File: config.mk
export PLATFORM = sky130hd
export DESIGN_NAME = yc_rgb_matrix
export DESIGN_NICKNAME = d
export VERILOG_FILES = /design/src/rtl/yc_pkg.sv /design/src/rtl/yc_mac3.sv /design/src/rtl/yc_rgb_matrix.sv
export SDC_FILE = /design/constraint.sdc
export NUM_CORES = 1
export LEC_CHECK = 0
export BUFFER_PORTS_ARGS = -buffer_cell sky130_fd_sc_hd__buf_2
export CAP_MARGIN = 10
export CORE_MARGIN = 2
export CORE_UTILIZATION = 61
export DETAILED_ROUTE_END_ITERATION = 6
export GPL_TIMING_DRIVEN = 1
export PLACE_DENSITY = 0.78
export SLEW_MARGIN = 20
export SYNTH_ARGS = -nofsm -noshare
export SYNTH_HDL_FRONTEND = slang
export SYNTH_SLANG_ARGS = --single-unit
File: constraint.sdc
create_clock -name clk -period 6.8 [get_ports clk]
set_input_delay 1.02 -clock clk [delete_from_list [all_inputs] [get_ports clk]]
set_output_delay 1.02 -clock clk [all_outputs]
set_load 0.05 [all_outputs]
File: src/rtl/yc_pkg.sv
// Shared widths, Q8 colour-matrix coefficient rows and the timing bundle for yc_rgb_matrix.
package yc_pkg;

    localparam int PIX_W  = 8;
    localparam int COEF_W = 9;
    localparam int PROD_W = 17;
    localparam int SUM_W  = 18;
    localparam int C_W    = 9;

    // Index 0 = R, 1 = G, 2 = B; each entry is a two's-complement Q8 coefficient.
    typedef logic [2:0][COEF_W-1:0] coef_row_t;

    typedef struct packed {
        logic ce;
        logic hblank;
        logic hsync;
        logic vblank;
        logic vsync;
    } timing_t;

    function automatic coef_row_t mk_row(input int r, input int g, input int b);
        return {COEF_W'(b), COEF_W'(g), COEF_W'(r)};
    endfunction

    localparam coef_row_t COEF_Y = mk_row(77, 150, 29);
    localparam coef_row_t COEF_I = mk_row(153, -70, -83);
    localparam coef_row_t COEF_Q = mk_row(54, -134, 80);
    localparam coef_row_t COEF_U = mk_row(-38, -74, 112);
    localparam coef_row_t COEF_V = mk_row(157, -131, -26);

    // Unsigned pixel times signed coefficient, both widened to the product width first.
    function automatic logic signed [PROD_W-1:0] mul_pix(input logic [PIX_W-1:0] pix,
                                                         input logic [COEF_W-1:0] coef);
        logic signed [PROD_W-1:0] a;
        logic signed [PROD_W-1:0] b;
        a = {{(PROD_W-PIX_W){1'b0}}, pix};
        b = {{(PROD_W-COEF_W){coef[COEF_W-1]}}, coef};
        return a * b;
    endfunction

endpackage

File: src/rtl/yc_mac3.sv
// One matrix row: register three products, sum them, then round, shift by 8 and saturate.
module yc_mac3
    import yc_pkg::*;
#(
    parameter int OUT_W      = 9,
    parameter bit SIGNED_SAT = 1'b1
) (
    input  logic                  clk,
    input  logic                  rst_n,
    input  logic [2:0][PIX_W-1:0] pix_i,
    input  coef_row_t             coef_i,
    input  logic                  clr_i,
    output logic [OUT_W-1:0]      res_o
);

    localparam logic signed [SUM_W-1:0] SAT_MAX = SIGNED_SAT ? SUM_W'((1 << (OUT_W-1)) - 1)
                                                             : SUM_W'((1 << OUT_W) - 1);
    localparam logic signed [SUM_W-1:0] SAT_MIN = SIGNED_SAT ? SUM_W'(-(1 << (OUT_W-1)))
                                                             : SUM_W'(0);
    localparam logic signed [SUM_W-1:0] RND     = SUM_W'(128);

    logic signed [PROD_W-1:0] prod_d [3];
    logic signed [PROD_W-1:0] prod_q [3];
    logic signed [SUM_W-1:0]  sum_d, sum_q;
    logic signed [SUM_W-1:0]  rnd, shifted, clamped;
    logic [OUT_W-1:0]         res_d, res_q;

    always_comb begin
        for (int i = 0; i < 3; i++) begin
            prod_d[i] = mul_pix(pix_i[i], coef_i[i]);
        end
        sum_d = SUM_W'(prod_q[0]) + SUM_W'(prod_q[1]) + SUM_W'(prod_q[2]);
    end

    // NOTE: every branch assigns clamped, so no latch is inferred.
    always_comb begin
        rnd     = sum_q + RND;
        shifted = rnd >>> 8;
        if (shifted > SAT_MAX) begin
            clamped = SAT_MAX;
        end else if (shifted < SAT_MIN) begin
            clamped = SAT_MIN;
        end else begin
            clamped = shifted;
        end
        res_d = clr_i ? '0 : OUT_W'(clamped);
    end

    // NOTE: pipeline stages are reset so in-flight pixels are discarded and outputs start at 0.
    always_ff @(posedge clk or negedge rst_n) begin
        if (!rst_n) begin
            for (int i = 0; i < 3; i++) begin
                prod_q[i] <= '0;
            end
            sum_q <= '0;
            res_q <= '0;
        end else begin
            for (int i = 0; i < 3; i++) begin
                prod_q[i] <= prod_d[i];
            end
            sum_q <= sum_d;
            res_q <= res_d;
        end
    end

    assign res_o = res_q;

endmodule

File: src/rtl/yc_rgb_matrix.sv
// RGB to Y/C1/C2 matrix with 3-clk aligned timing and colour-burst gate.
// Burst counter and window compare are built only when YC_BURST_GEN_EN is defined.
module yc_rgb_matrix
    import yc_pkg::*;
#(
    parameter int BURST_START = 8,
    parameter int BURST_LEN   = 18
) (
    input  logic                  clk,
    input  logic                  reset_n,
    input  logic                  pal,
    input  logic                  ce_pix,
    input  logic                  HBlank,
    input  logic                  HSync,
    input  logic                  VBlank,
    input  logic                  VSync,
    input  logic [PIX_W-1:0]      video_r,
    input  logic [PIX_W-1:0]      video_g,
    input  logic [PIX_W-1:0]      video_b,
    output logic                  ce_out,
    output logic                  hblank_o,
    output logic                  hsync_o,
    output logic                  vblank_o,
    output logic                  vsync_o,
    output logic [PIX_W-1:0]      y_o,
    output logic signed [C_W-1:0] c1_o,
    output logic signed [C_W-1:0] c2_o,
    output logic                  burst_en
);

    logic                  pal_q;
    timing_t [2:0]         tim_q;
    timing_t               tim_in;
    logic [2:0][PIX_W-1:0] pix;
    coef_row_t             coef_c1, coef_c2;
    logic                  blank_s2;

    assign tim_in  = timing_t'{ce: ce_pix, hblank: HBlank, hsync: HSync, vblank: VBlank, vsync: VSync};
    assign pix     = {video_b, video_g, video_r};
    assign coef_c1 = pal_q ? COEF_U : COEF_I;
    assign coef_c2 = pal_q ? COEF_V : COEF_Q;
    // Clearing the stage-3 register lands the zeros on the same cycle as the delayed blank.
    assign blank_s2 = tim_q[1].hblank | tim_q[1].vblank;

    // NOTE: registers take non-blocking assignments so all stages shift on the same edge.
    always_ff @(posedge clk or negedge reset_n) begin
        if (!reset_n) begin
            pal_q <= 1'b0;
            tim_q <= '0;
        end else begin
            pal_q <= pal;
            tim_q <= {tim_q[1:0], tim_in};
        end
    end

    yc_mac3 #(.OUT_W(PIX_W), .SIGNED_SAT(1'b0)) u_y (
        .clk(clk), .rst_n(reset_n), .pix_i(pix), .coef_i(COEF_Y), .clr_i(blank_s2), .res_o(y_o)
    );

    yc_mac3 #(.OUT_W(C_W), .SIGNED_SAT(1'b1)) u_c1 (
        .clk(clk), .rst_n(reset_n), .pix_i(pix), .coef_i(coef_c1), .clr_i(blank_s2), .res_o(c1_o)
    );

    yc_mac3 #(.OUT_W(C_W), .SIGNED_SAT(1'b1)) u_c2 (
        .clk(clk), .rst_n(reset_n), .pix_i(pix), .coef_i(coef_c2), .clr_i(blank_s2), .res_o(c2_o)
    );

    assign ce_out   = tim_q[2].ce;
    assign hblank_o = tim_q[2].hblank;
    assign hsync_o  = tim_q[2].hsync;
    assign vblank_o = tim_q[2].vblank;
    assign vsync_o  = tim_q[2].vsync;

    // The window must close before the counter parks at its idle value.
    if (BURST_START + BURST_LEN > 63) begin : g_burst_cfg_check
        $error("yc_rgb_matrix: BURST_START + BURST_LEN must not exceed 63");
    end

`ifdef YC_BURST_GEN_EN
    localparam logic [6:0] WIN_LO = 7'(BURST_START);
    localparam logic [6:0] WIN_HI = 7'(BURST_START + BURST_LEN);

    logic [5:0] cnt_d, cnt_q;
    logic       hs_prev_q;
    logic       burst_d, burst_q;

    always_comb begin
        cnt_d = cnt_q;
        if (hs_prev_q && !tim_q[2].hsync) begin
            cnt_d = '0;
        end else if (tim_q[2].ce && (cnt_q != 6'd63)) begin
            cnt_d = cnt_q + 6'd1;
        end
        burst_d = ({1'b0, cnt_q} >= WIN_LO) && ({1'b0, cnt_q} < WIN_HI) && !tim_q[2].vsync;
    end

    always_ff @(posedge clk or negedge reset_n) begin
        if (!reset_n) begin
            cnt_q     <= 6'd63;
            hs_prev_q <= 1'b0;
            burst_q   <= 1'b0;
        end else begin
            cnt_q     <= cnt_d;
            hs_prev_q <= tim_q[2].hsync;
            burst_q   <= burst_d;
        end
    end

    assign burst_en = burst_q;
`else
    assign burst_en = 1'b0;
`endif

endmodule

==> results of run 1 <==
==> through the flow <==
step,hold WS (ns),std cells,total power [mW],util (%),setup slack [ns]
3_3_place_gp,0.3319,2614,9.507,64.52,0.7485
3_5_place_dp,0.3365,2614,9.780,64.52,0.6400
6_report,0.3472,2659,11.21,66.85,0.8158
4_1_cts,0.3498,2659,11.26,66.84,0.8251
5_1_grt,0.3572,2659,12.36,66.85,0.4862
2_1_floorplan,0.3312,2107,7.989,-,1.008
==> synth_stat cells, types with 4 or more instances <==
master	count	share of area (%)
xor2_1	37	1.5
and3_1	16	0.45
a2111o_1	5	0.26
inv_1	414	7.1
nor2b_1	14	0.40
o211ai_1	4	0.14
dfrtp_1	216	25
clkbuf_1	20	0.34
a31o_2	6	0.24
nor3_1	24	0.55
nand2_1	81	1.4
a21oi_1	88	2.0
xnor2_1	108	4.3
o21bai_1	13	0.44
fa_1	245	22
or3_1	6	0.17
and2_1	10	0.28
nand2b_1	14	0.40
o21a_1	16	0.55
a211oi_1	6	0.20
nor4_1	5	0.14
o21ai_0	50	1.1
or2_2	14	0.40
nand3_1	32	0.73
nand4_1	7	0.20
nor2_1	112	1.9
a21oi_2	9	0.36
ha_1	434	25
a21o_1	18	0.61
a31oi_1	7	0.20
and4_1	4	0.16
==> routing by layer <==
layer | track usage, % | vias up | share of wire, %
met5 | 0 | - | 0
met4 | 8.193 | 0 | 3.2
met3 | 2.922 | 79 | 4.9
met2 | 43.63 | 317 | 48
met1 | 34.26 | 7200 | 43
li1 | - | 6958 | -
==> cell usage in the layout (no fill, tap or decap), drive strengths merged, types with 4 or more instances in the layout <==
cell type	count
nor4	5
clkinv	6
ha	434
a21oi	97
nand4	7
a31o	8
a21o	18
o21a	16
clkbuf	34
and3	16
nand2b	14
conb	20
a2111oi	4
inv	416
nand2	81
or3	6
nor2	112
and2	10
and4	4
o211ai	4
dfrtp	216
or2	15
xnor2	108
a31oi	7
nor3	24
o21bai	13
buf	70
xor2	37
nand3	32
fa	245
o21ai	51
o41ai	4
a211oi	6
a2111o	5
nor2b	14
==> how the worst max path moves through the flow <==
stage	from	end	slack (ns)	cells after the start
floorplan	video_b[1]	u_c1.prod_q[15]	1.01	18
global placement	video_b[1]	u_c1.prod_q[16]	0.75	19
detailed placement	video_b[1]	u_c1.prod_q[16]	0.64	19
CTS	pal_q	u_c1.prod_q[49]	0.83	17
global route	pal_q	u_c1.prod_q[49]	0.49	17
finish	pal_q	u_c1.prod_q[49]	0.82	17
==> kinds of logic (layout without fill, tap and decap cells) <==
kind of cell / count (synthesis) / count (layout) / synth area share [%]
adder cells (fa/ha/maj): 679 / 679 / 46.93
buffers and inverters: 439 / 530 / 7.506
AND/OR/NAND/NOR: 344 / 344 / 7.330
AO/OA/AOI/OAI: 261 / 261 / 7.745
flip-flops: 216 / 216 / 24.55
XOR/XNOR: 145 / 145 / 5.767
multiplexers: 3 / 3 / 0.1364
other: 2 / 20 / 0.03411
==> where the power goes <==
part           switching, mW  internal, mW  total [mW]  leakage [nW]
Clock                  0.550         0.793        1.34         0.401
Sequential             0.417          1.90        2.32          2.58
Combinational           4.18          3.37        7.55          9.68
==> state kept, by name (all words and copies together), names as in the netlist <==
register     count
u_c1.res_o       9
u_y.prod_q      42
u_c2.sum_q      11
hblank_o         1
u_y.sum_q       10
u_c2.prod_q     50
ce_out           1
vsync_o          1
u_c2.res_o       9
vblank_o         1
hsync_o          1
u_c1.prod_q     50
u_c1.sum_q      11
u_y.res_o        8
pal_q            1
tim_q           10
==> critical path, cell delays in order, from the launching register on <==
cell	delay (ns)
dfrtp_2	0.58
clkinv_1	0.43
buf_4	0.36
nor2_1	0.21
fa_1	0.45
inv_1	0.10
fa_1	0.45
fa_1	0.56
inv_1	0.06
fa_1	0.56
fa_1	0.44
ha_1	0.37
a21oi_1	0.28
o21bai_1	0.14
a2111oi_2	0.47
o31ai_1	0.14
a21oi_1	0.19
xnor2_1	0.14
==> area by class of cell <==
type	instances	share of cell area [%]
Clock buffer	34	2.899
Tap cell	461	2.426
Clock inverter	11	0.5683
Multi-Input combinational cell	1452	63.20
Inverter	415	6.551
Timing Repair Buffer	70	1.615
Sequential cell	216	22.74
==> summary.txt, run 1 <==
Status: completed
First-pass GRT wire length: 77090 µm
Via count: 14550
Final setup viols: 0
Final hold violations: 0
Gr ovfl total: 0
Hold_sp: tim_q[9]
Max H-tree Level: 1
Global Route Usage Sum: 25.54%
R2R Path Start: pal_q
Leak: 12.67 nW
Tightest Pin Transition: 0.9025 ns
Critical path data arrival time: 6.46 ns
Maximum vdd drop: 0.0004336 V
Num rows: 69
CTS Root Cell: clkbuf_16
CP Class: flop to flop
Startpoint Class: flop
Routed Antenna Nets: 0
Drt drc: 0
Worst-skew pair later-pin latency: 0.56 ns
CTS Hold Bufs: 0
Critical Path Fanout Max: 23
Storage element area: 0.005406 mm²
Yosys warning total: 0
Initial antenna violation count: 1
Pin count of the biggest net entering global routing: 83
Worst Hold Depth: 0
Yosys reg bits: 216
Post-route cell area: 0.02378 mm²
# diodes: 0
Area Growth Syn to Fin: 7.989%
Initial drt markers: 755
CORE AREA: 0.03557 mm²
Internal reg-to-reg setup slack: 0.82 ns
Area of the multi-input gates: 0.01503 mm²
Clock skew: 0.03240 ns
Fin crit period: 5.984 ns
Die height: 194.0 µm
Sequential-to-total area share from yosys stat: 24.55%
Post-synthesis cell count: 2089
Final period util: 88.00%
CTS tree: built
Layout cells sized above 1: 6.551%
Starting Density: 61.91%
Synth cell types: 63
Vias per Instance: 5.473
Fill cells: 2693
Fmax: 0.1671 GHz
Synth async-reset ratio: 100.0%
Cell Area, Synth: 0.02202 mm²
Reg2Reg Depth: 17
Die ar.: 0.03763 mm²
Final WL: 45360 µm
Syn_area_per_cell: 10.54 µm²
Vias in the first global route: 15650
Relative slew slack: 39.61%
TNS Setup: 0 ns
CTS sink cnt: 216
Placed Area: 0.02295 mm²
Max-cap violations: 0
Hold Crit Class: flop to flop
Post-synth EDFFs: 0
Top FF cell, synth: dfrtp_1
Clock buffer depth: 3
Die Span X: 194.0 µm
Postcts setup bufs: 0
Avg WL per Cell: 17.06 µm
Resize count post-CTS: 0
GP Congestion: 0.9130
Hold EP: ce_out
Worst reg2reg endpoint: u_c1.prod_q[49]
RSZ-0062 raised after global routing: false
I/O pin total: 64
DP HPWL: 37730 µm
Crit path capture type: flop
Num CTS Buffers: 25
Clk slew on worst S/H paths: 0.06 ns
Final Slew Violations: 0
PwrDens: 471.4 mW/mm²
DRT Pass-1 Iters: 5
Layout Nets: 2891
WP data required: 7.28 ns
Port bufs: 62
No activity file was read; power rests on OpenSTA's default activity.
==> inputs of run 2 (changes only) <==
Settings changed: BUFFER_PORTS_ARGS -buffer_cell sky130_fd_sc_hd__buf_2 to -buffer_cell sky130_fd_sc_hd__buf_4, CORE_MARGIN 2 to 3, PLACE_DENSITY 0.78 to default, PLACE_DENSITY_LB_ADDON from default to 0.2.
==> summary.txt, run 2 (synthesis results as in run 1) <==
Die ar.: 0.03841 mm² (was 0.03763 mm²)
CTS Root Cell: clkbuf_16 (unchanged)
Postcts setup bufs: 0 (unchanged)
Maximum vdd drop: 0.0003645 V (was 0.0004336 V)
R2R Path Start: pal_q (unchanged)
Hold_sp: tim_q[4] (was tim_q[9])
Num CTS Buffers: 24 (was 25)
Highest metal used: met4 (unchanged)
Layout Nets: 2889 (was 2891)
WP data required: 7.25 ns (was 7.28 ns)
CORE AREA: 0.03505 mm² (was 0.03557 mm²)
Routed Antenna Nets: 0 (unchanged)
Resize count post-CTS: 0 (unchanged)
Layout cells sized above 1: 6.469% (was 6.551%)
DP HPWL: 38820 µm (was 37730 µm)
Final period util: 87.89% (was 88.00%)
Crit path capture type: flop (unchanged)
WL met2: 22890 µm (was 21960 µm)
Fin crit period: 5.977 ns (was 5.984 ns)
Global Route Usage Sum: 25.34% (was 25.54%)
Commonest non-fill, non-tap cell in the layout: ha_1 (unchanged)
Initial drt markers: 898 (was 755)
Port bufs: 62 (unchanged)
# diodes: 0 (unchanged)
Reg2Reg Depth: 16 (was 17)
Tightest Pin Transition: 0.9192 ns (was 0.9025 ns)
Via count: 14580 (was 14550)
Final hold violations: 0 (unchanged)
Most frequent cells in the layout: 434 x ha_1, 414 x inv_1, 245 x fa_1, 215 x dfrtp_1, 112 x nor2_1 (unchanged)
Drt drc: 0 (unchanged)
Area Growth Syn to Fin: 8.642% (was 7.989%)
I/O pin total: 64 (unchanged)
Clock buffer depth: 3 (unchanged)
Internal reg-to-reg setup slack: 0.82 ns (about the same)
GP Congestion: 0.9469 (was 0.9130)
Vias per Instance: 5.502 (was 5.473)
CTS tree: built (unchanged)
Fill cells: 2700 (was 2693)
Max-cap violations: 0 (unchanged)
First-pass GRT wire length: 77520 µm (was 77090 µm)
Num rows: 68 (was 69)
CP Class: flop to flop (unchanged)
Startpoint Class: flop (unchanged)
Die height: 196.0 µm (was 194.0 µm)
Biggest regs: u_c1.prod_q: 50 flops, u_c2.prod_q: 50 flops, u_y.prod_q: 42 flops (unchanged)
Starting Density: 62.82% (was 61.91%)
Met1 WL: 20070 µm (was 19710 µm)
CTS Hold Bufs: 0 (unchanged)
Hold EP: tim_q[9] (was ce_out)
Max H-tree Level: 1 (unchanged)
PwrDens: 469.2 mW/mm² (was 471.4 mW/mm²)
Worst reg2reg endpoint: u_c1.prod_q[49] (unchanged)
Critical path data arrival time: 6.42 ns (was 6.46 ns)
Final worst slack: 0.8233 ns (was 0.8158 ns)
CTS sink cnt: 216 (unchanged)
Vias in the first global route: 15630 (was 15650)
Status: completed (unchanged)
Critical Path Fanout Max: 17 (was 23)
TNS Setup: 0 ns (unchanged)
Met3 routed WL: 2304 µm (was 2235 µm)
Final WL: 46770 µm (was 45360 µm)
Leak: 12.70 nW (was 12.67 nW)
Hold Crit Class: flop to flop (unchanged)
Final Slew Violations: 0 (unchanged)
Relative slew slack: 38.72% (was 39.61%)
Clock skew: 0.009644 ns (was 0.03240 ns)
RSZ-0062 raised after global routing: false (unchanged)
Avg WL per Cell: 17.65 µm (was 17.06 µm)
Worst Hold Depth: 0 (unchanged)
Final setup viols: 0 (unchanged)
Die Span X: 196.0 µm (was 194.0 µm)
Gr ovfl total: 0 (unchanged)
Clk slew on worst S/H paths: 0.06 ns (about the same)
Initial antenna violation count: 1 (unchanged)
Pin count of the biggest net entering global routing: 112 (was 83)
Fmax: 0.1673 GHz (was 0.1671 GHz)
Worst-skew pair later-pin latency: 0.53 ns (was 0.56 ns)
DRT Pass-1 Iters: 5 (unchanged)
Place WS: 0.7089 ns (was 0.6400 ns)
-- run 2: area by class of cell --
cell class | count | area, µm² | area share (%)
well taps | 455 | 569.3 | 2.380
multi-input cells | 1452 | 15030 | 62.82
repair buffers | 69 | 525.5 | 2.197
clock buffers | 35 | 713.2 | 2.981
inverters | 415 | 1558 | 6.512
clock inverters | 8 | 121.4 | 0.5073
flip-flops and latches | 216 | 5406 | 22.60
-- run 2: worst max-delay path by stage --
stage | endpoint | from | depth (start not counted)
3_5_place_dp | u_c1.prod_q[16] | video_b[1] | 19
2_1_floorplan | u_c1.prod_q[15] | video_b[1] | 18
5_1_grt | u_c1.prod_q[49] | pal_q | 16
6_report | u_c1.prod_q[49] | pal_q | 16
4_1_cts | u_c1.prod_q[49] | pal_q | 16
3_3_place_gp | u_c1.prod_q[16] | video_b[1] | 19
-- run 2: power by group --
part | leakage [nW] | internal (mW) | total (mW) | switching (mW)
sequential | 2.58 | 1.90 | 2.32 | 0.422
combinational | 9.71 | 3.39 | 7.54 | 4.15
clock | 0.408 | 0.839 | 1.36 | 0.523
total | 12.7 | 6.13 | 11.2 | 5.10
-- run 2: layer usage --
metal  up-vias  GRT usage, %
li1       6945             -
met1      7235         33.96
met2       315         43.58
met3        86         2.662
met4         0         8.292
met5         -             0
-- run 2: through the flow --
| step | utilization, % | power (mW) | cells | hold slack, ns | instance area (µm²) |
|---|---|---|---|---|---|
| 6_report | 68.25 | 11.23 | 2650 | 0.3467 | 23920 |
| 5_1_grt | 68.25 | 12.38 | 2650 | 0.3514 | 23920 |
| 4_1_cts | 68.25 | 11.31 | 2650 | 0.3488 | 23920 |
| 3_5_place_dp | 65.87 | 9.813 | 2607 | 0.3358 | 23090 |
| 3_3_place_gp | 65.87 | 9.577 | 2607 | 0.3315 | 23090 |
| 2_1_floorplan | - | 7.989 | 2107 | 0.3312 | 22090 |
-- run 2: worst max-delay path: stages (launching register included) --
cell and delay [ns]:
dfrtp_2 0.52, clkinv_1 0.53, nor2_1 0.57, fa_1 0.50
inv_1 0.09, fa_1 0.42, fa_1 0.56, inv_1 0.06
fa_1 0.56, fa_1 0.42, ha_1 0.36, a21oi_1 0.22
o21bai_1 0.12, a2111oi_2 0.44, o31ai_1 0.14, a21oi_1 0.22
xnor2_1 0.15
